`src/rtl/hazard_stall_ctrl_pkg.sv`:
```
// Shared pipeline definitions for the hazard/stall controller and the ID-stage decoder that feeds it.
package hazard_stall_ctrl_pkg;

    localparam int unsigned REG_W = 5;
    localparam logic [REG_W-1:0] REG_ZERO = '0;

    localparam logic [5:0] OP_SPECIAL  = 6'h00;
    localparam logic [5:0] FUNCT_MFHI  = 6'h10;
    localparam logic [5:0] FUNCT_MFLO  = 6'h12;
    localparam logic [5:0] FUNCT_MULT  = 6'h18;
    localparam logic [5:0] FUNCT_MULTU = 6'h19;
    localparam logic [5:0] FUNCT_DIV   = 6'h1a;
    localparam logic [5:0] FUNCT_DIVU  = 6'h1b;

    typedef enum logic [0:0] {
        StRun,
        StMdBusy
    } md_state_e;

    // Decoder helpers: derive muldiv_id / uses_hilo_id from opcode and funct.
    function automatic logic is_muldiv(input logic [5:0] opcode, input logic [5:0] funct);
        return (opcode == OP_SPECIAL) &&
               (funct == FUNCT_MULT || funct == FUNCT_MULTU ||
                funct == FUNCT_DIV  || funct == FUNCT_DIVU);
    endfunction

    function automatic logic is_hilo_read(input logic [5:0] opcode, input logic [5:0] funct);
        return (opcode == OP_SPECIAL) && (funct == FUNCT_MFHI || funct == FUNCT_MFLO);
    endfunction

endpackage

```
`src/rtl/hazard_stall_ctrl_sat_counter.sv`:
```
// Saturating up-counter with synchronous active-low clear; holds at all-ones instead of wrapping.
module sat_counter #(
    parameter int unsigned Width = 16
) (
    input  logic             clk,
    input  logic             rst_n,
    input  logic             inc,
    output logic [Width-1:0] count
);

    logic [Width-1:0] count_q, count_d;

    always_comb begin
        count_d = count_q;
        if (inc && (count_q != '1)) begin
            count_d = count_q + Width'(1);
        end
    end

    always_ff @(posedge clk) begin
        if (!rst_n) begin
            count_q <= '0;
        end else begin
            count_q <= count_d;
        end
    end

    assign count = count_q;

endmodule

```
`src/rtl/hazard_stall_ctrl.sv`:
```
// Stall/flush controller for the 5-stage pipeline: load-use and mul/div interlocks, taken-branch
// flush, and a saturating stall-cycle counter.
module hazard_stall_ctrl
    import hazard_stall_ctrl_pkg::*;
#(
    parameter int unsigned MD_LATENCY = 8,
    parameter int unsigned CNT_W      = 16
) (
    input  logic             clk,
    input  logic             rst_n,
    input  logic [REG_W-1:0] rs_id,
    input  logic [REG_W-1:0] rt_id,
    input  logic             uses_rs_id,
    input  logic             uses_rt_id,
    input  logic             uses_hilo_id,
    input  logic             muldiv_id,
    input  logic             MemRead_ex,
    input  logic             RegWrite_ex,
    input  logic [REG_W-1:0] WriteReg_ex,
    input  logic             muldiv_start_ex,
    input  logic             branch_taken_ex,
    output logic             pc_write,
    output logic             ifid_write,
    output logic             ifid_flush,
    output logic             idex_bubble,
    output logic             md_busy,
    output logic [CNT_W-1:0] stall_cycles
);

    localparam int unsigned MdCntW = $clog2(MD_LATENCY + 1);
    localparam logic [MdCntW-1:0] MdLoad = MdCntW'(MD_LATENCY);

    md_state_e         state_q, state_d;
    logic [MdCntW-1:0] md_cnt_q, md_cnt_d;

    logic load_haz;
    logic md_haz;
    logic stall;
    logic stall_count_en;

    // Register $0 is hardwired, so a load targeting it never creates a real dependency.
    assign load_haz = MemRead_ex && RegWrite_ex && (WriteReg_ex != REG_ZERO) &&
                      ((uses_rs_id && (rs_id == WriteReg_ex)) ||
                       (uses_rt_id && (rt_id == WriteReg_ex)));

    assign md_busy = (state_q == StMdBusy);
    assign md_haz  = md_busy && (uses_hilo_id || muldiv_id);
    assign stall   = load_haz || md_haz;

    always_comb begin
        state_d  = state_q;
        md_cnt_d = md_cnt_q;
        unique case (state_q)
            StRun: begin
                if (muldiv_start_ex) begin
                    state_d  = StMdBusy;
                    md_cnt_d = MdLoad;
                end
            end
            StMdBusy: begin
                if (muldiv_start_ex) begin
                    md_cnt_d = MdLoad;
                end else if (md_cnt_q == MdCntW'(1)) begin
                    state_d  = StRun;
                    md_cnt_d = '0;
                end else begin
                    md_cnt_d = md_cnt_q - MdCntW'(1);
                end
            end
            default: begin
                state_d  = StRun;
                md_cnt_d = '0;
            end
        endcase
    end

    always_ff @(posedge clk) begin
        if (!rst_n) begin
            state_q  <= StRun;
            md_cnt_q <= '0;
        end else begin
            state_q  <= state_d;
            md_cnt_q <= md_cnt_d;
        end
    end

    // A taken branch overrides any stall: the ID instruction is wrong-path and gets squashed.
    always_comb begin
        pc_write       = 1'b1;
        ifid_write     = 1'b1;
        ifid_flush     = 1'b0;
        idex_bubble    = 1'b0;
        stall_count_en = 1'b0;
        if (branch_taken_ex) begin
            ifid_flush  = 1'b1;
            idex_bubble = 1'b1;
        end else if (stall) begin
            pc_write       = 1'b0;
            ifid_write     = 1'b0;
            idex_bubble    = 1'b1;
            stall_count_en = 1'b1;
        end
    end

    sat_counter #(
        .Width (CNT_W)
    ) u_stall_counter (
        .clk   (clk),
        .rst_n (rst_n),
        .inc   (stall_count_en),
        .count (stall_cycles)
    );

endmodule

```
`config.mk`:
```
export PLATFORM = sky130hd
export DESIGN_NAME = hazard_stall_ctrl
export DESIGN_NICKNAME = d
export VERILOG_FILES = /design/src/rtl/hazard_stall_ctrl_pkg.sv /design/src/rtl/hazard_stall_ctrl_sat_counter.sv /design/src/rtl/hazard_stall_ctrl.sv
export SDC_FILE = /design/constraint.sdc
export NUM_CORES = 1
export LEC_CHECK = 0
export ABC_AREA = 1
export BUFFER_PORTS_ARGS = -buffer_cell sky130_fd_sc_hd__buf_2
export CORE_MARGIN = 2
export CORE_UTILIZATION = 56
export CTS_CLUSTER_SIZE = 25
export DETAILED_ROUTE_END_ITERATION = 16
export PLACE_DENSITY = 0.83
export SYNTH_ARGS = -nofsm -noshare
export SYNTH_HDL_FRONTEND = slang
export SYNTH_SLANG_ARGS = --single-unit
```
`constraint.sdc`:
```
create_clock -name clk -period 2.3 [get_ports clk]
set_input_delay 0.115 -clock clk [delete_from_list [all_inputs] [get_ports clk]]
set_output_delay 0.115 -clock clk [all_outputs]
set_load 0.005 [all_outputs]
```
==> metrics.md <==
| Metric | Value |
|---|---|
| CP Capture Type | primary output |
| Avg Inst Size Synth | 6.01 um2 |
| Layout area overhead | 15.5% |
| Simple-Gate Fraction of Synth Area | 50.5% |
| Final hold slack | 0.0835 ns |
| DRT Pass-1 Iters | 4 |
| Fin. Hold Viols | 0 |
| Commonest non-fill, non-tap cells in the layout | nand2_1 (79), inv_1 (49), buf_2 (45) |
| Max VDD drop | 0.000366 V |
| Tmin final | 1.79 ns |
| Pins Over Slew Limit | 0 |
| Drt initial violations | 52 |
| Yosys reg bits | 21 |
| Max Cap Viol | 0 |
| Run status | finished clean |
| Critical Path Max Stage Delay | 0.49 ns |
| Placed insts | 341 |
| Congestion Overflow GR | 0 |
| Switching Share | 30.7% |
| Clock sinks | 21 |
| ANT nets after route | 0 |
| Initial antenna violation count | 0 |
| Setup WS pre-CTS | 0.703 ns |
| Critical-path top delay cell | dfxtp_1 |
| Hold/Removal Path Class | in -> reg |
| Internal power | 0.504 mW |
| Final total power | 0.727 mW |
| Endpoints failing setup | 0 |
| P_sw | 0.223 mW |
| WP data arrival | 1.68 ns |
| Pwr dens | 386 nW/um2 |
| Crit path max fanout | 23 |
| Num CTS Buffers | 3 |
| WL per Instance | 9.82 um |
| Share of layout cells above drive strength 1 | 22.3% |
| Post-CTS setup buffer count | 0 |
| Post-Synthesis Cells | 271 |
| Worst Skew | 0.00622 ns |
| Critical path class | reg -> out |
| Post-synthesis compound-gate area fraction | 2.84% |
| Synthesized cell area | 1630 um2 |
| Post-layout util | 68.2% |
| Die X | 57.9 um |
| DRT Wirelength | 3390 um |
| Worst endpoint required time | 2.18 ns |
| DIE AREA | 3350 um2 |
| XOR/XNOR share of the synthesized area | 3.23% |
| # diodes | 0 |
| Final WS setup | 0.508 ns |
| Achievable Freq | 558 MHz |
| I/O pin total | 46 |
| Vias in the first global route | 1,370 |
| Worst slew margin | 69.6% |
| RSZ-0062 raised after global routing | no |
| Sequential share of the synthesized area | 25.8% |
| Slew @ Worst Pin | 0.451 ns |
| Register share of total power | 54.0% |
| Gr usage total | 22.0% |
| Via Count | 1,672 |
| CTS max path bufs | 2 |
| Clk Latency, worst-skew pair | 0.31 ns |
| Num rows | 19 |
| Post-Route Setup TNS | 0 ns |
| IO Port Bufs | 45 |
| Finished Layout Cells | 345 |
| Core area | 2760 um2 |
| CP Cell Sequence | o21ai_0 -> nand2_4 -> nand2_1 -> buf_2 |
| Adder and majority gate portion of the synthesized area | 2.31% |
| Root buf cell | clkbuf_4 |
| Final Cycle Share | 77.9% |
| Post-layout nets | 343 |
| Post-synthesis mux area share | 0% |
| Synthesized Nets | 299 |
| Synthesis warning total | 0 |
| Design area | 1880 um2 |
| Clock transition at path regs | 0.12 ns |
| CP startpoint kind | register |
| Leakage | 1.04 nW |
| Global-route wire length before repair | 5930 um |
| Post-cts sizing count | 0 |
| Residual DRC | 0 |
| Gate power share | 20.7% |
| Placed Area | 1850 um2 |
| Dpl hpwl | 2650 um |
| H-tree depth | 1 |
| Synth cell types | 28 |
| Post-CTS Hold Buffers | 0 |
| Commonest non-fill, non-tap cell in the layout | nand2_1 |
| Global placement routability congestion | 0.927 |
| Die height | 57.9 um |
| Initial Utilization | 59.0% |
| Largest family of logic cells by synthesized area | simple AND/OR/NAND/NOR gates |
| Vias per inst | 4.85 |
| Largest net degree at the start of global routing | 24 |
| Clk pwr share | 25.4% |
| CTS tree | built |
cell type report:
type,instances,area (um2)
clock buffers,3,22.5
clock inverters,1,5.00
fillers,269,877
inverters,54,203
multi-input cells,189,958
flip-flops and latches,21,420
well taps,31,38.8
repair buffers,46,233
logic make-up (layout without fill, tap and decap cells):
kind of cell             Yosys count  in the layout
flip-flops                        21             21
XOR/XNOR                           6              6
AND/OR/NAND/NOR                  171            171
buffers and inverters             61            104
AO/OA/AOI/OAI                      9              9
adder cells (fa/ha/maj)            3              3
sequential cells by signal, indices dropped and copies added (netlist names):
signal and cells:
md_busy 1, md_cnt_q 4, u_stall_counter.count 16
metal layers:
metal,global-route usage (%),share of wire [%],vias to the layer above,routed length (um)
li1,-,-,924,-
met1,32.0,51,722,1710
met2,34.1,45,24,1530
met3,4.69,3.7,2,126
met4,3.65,0.35,0,12
met5,0,0,-,0
power groups by stage:
stage,registers [mW],clock network [mW],logic [mW]
6_report,0.392,0.184,0.150
5_1_grt,0.395,0.206,0.174
4_1_cts,0.392,0.196,0.151
3_5_place_dp,0.400,0,0.150
3_3_place_gp,0.400,0,0.148
2_1_floorplan,0.399,0,0.102
path summary, 6_finish.rpt:
check                                 from                  endpoint  slack [ns]  depth (start not counted)
hold / removal             muldiv_start_ex               md_cnt_q[1]        0.08                          4
setup / recovery                   md_busy                  pc_write        0.51                          4
hold reg to reg                md_cnt_q[1]               md_cnt_q[1]        0.47                          2
setup reg to reg  u_stall_counter.count[1]  u_stall_counter.count[7]        0.69                         10
critical path, delay by kind of cell, from the launching register on:
kind                   cells  cell delay (ns)
AOI/OAI and AO/OA          1             0.25
buffers and inverters      1             0.17
DFF                        1             0.49
and+or+nand+nor            2             0.46
synthesized netlist by cell type, drive strengths merged:
master / instances / area, um2
a21oi: 5 / 25.0
a31oi: 1 / 6.26
buf: 5 / 38.8
clkbuf: 2 / 7.51
clkinv: 1 / 3.75
dfxtp: 21 / 420
ha: 3 / 37.5
inv: 53 / 199
nand2: 83 / 327
nand3: 23 / 135
nand3b: 1 / 7.51
nand4: 17 / 121
nor2: 43 / 181
nor3: 3 / 37.5
nor4: 1 / 12.5
o21ai: 3 / 15.0
xnor2: 1 / 8.76
xor2: 5 / 43.8
No activity file was read; power rests on OpenSTA's default activity.
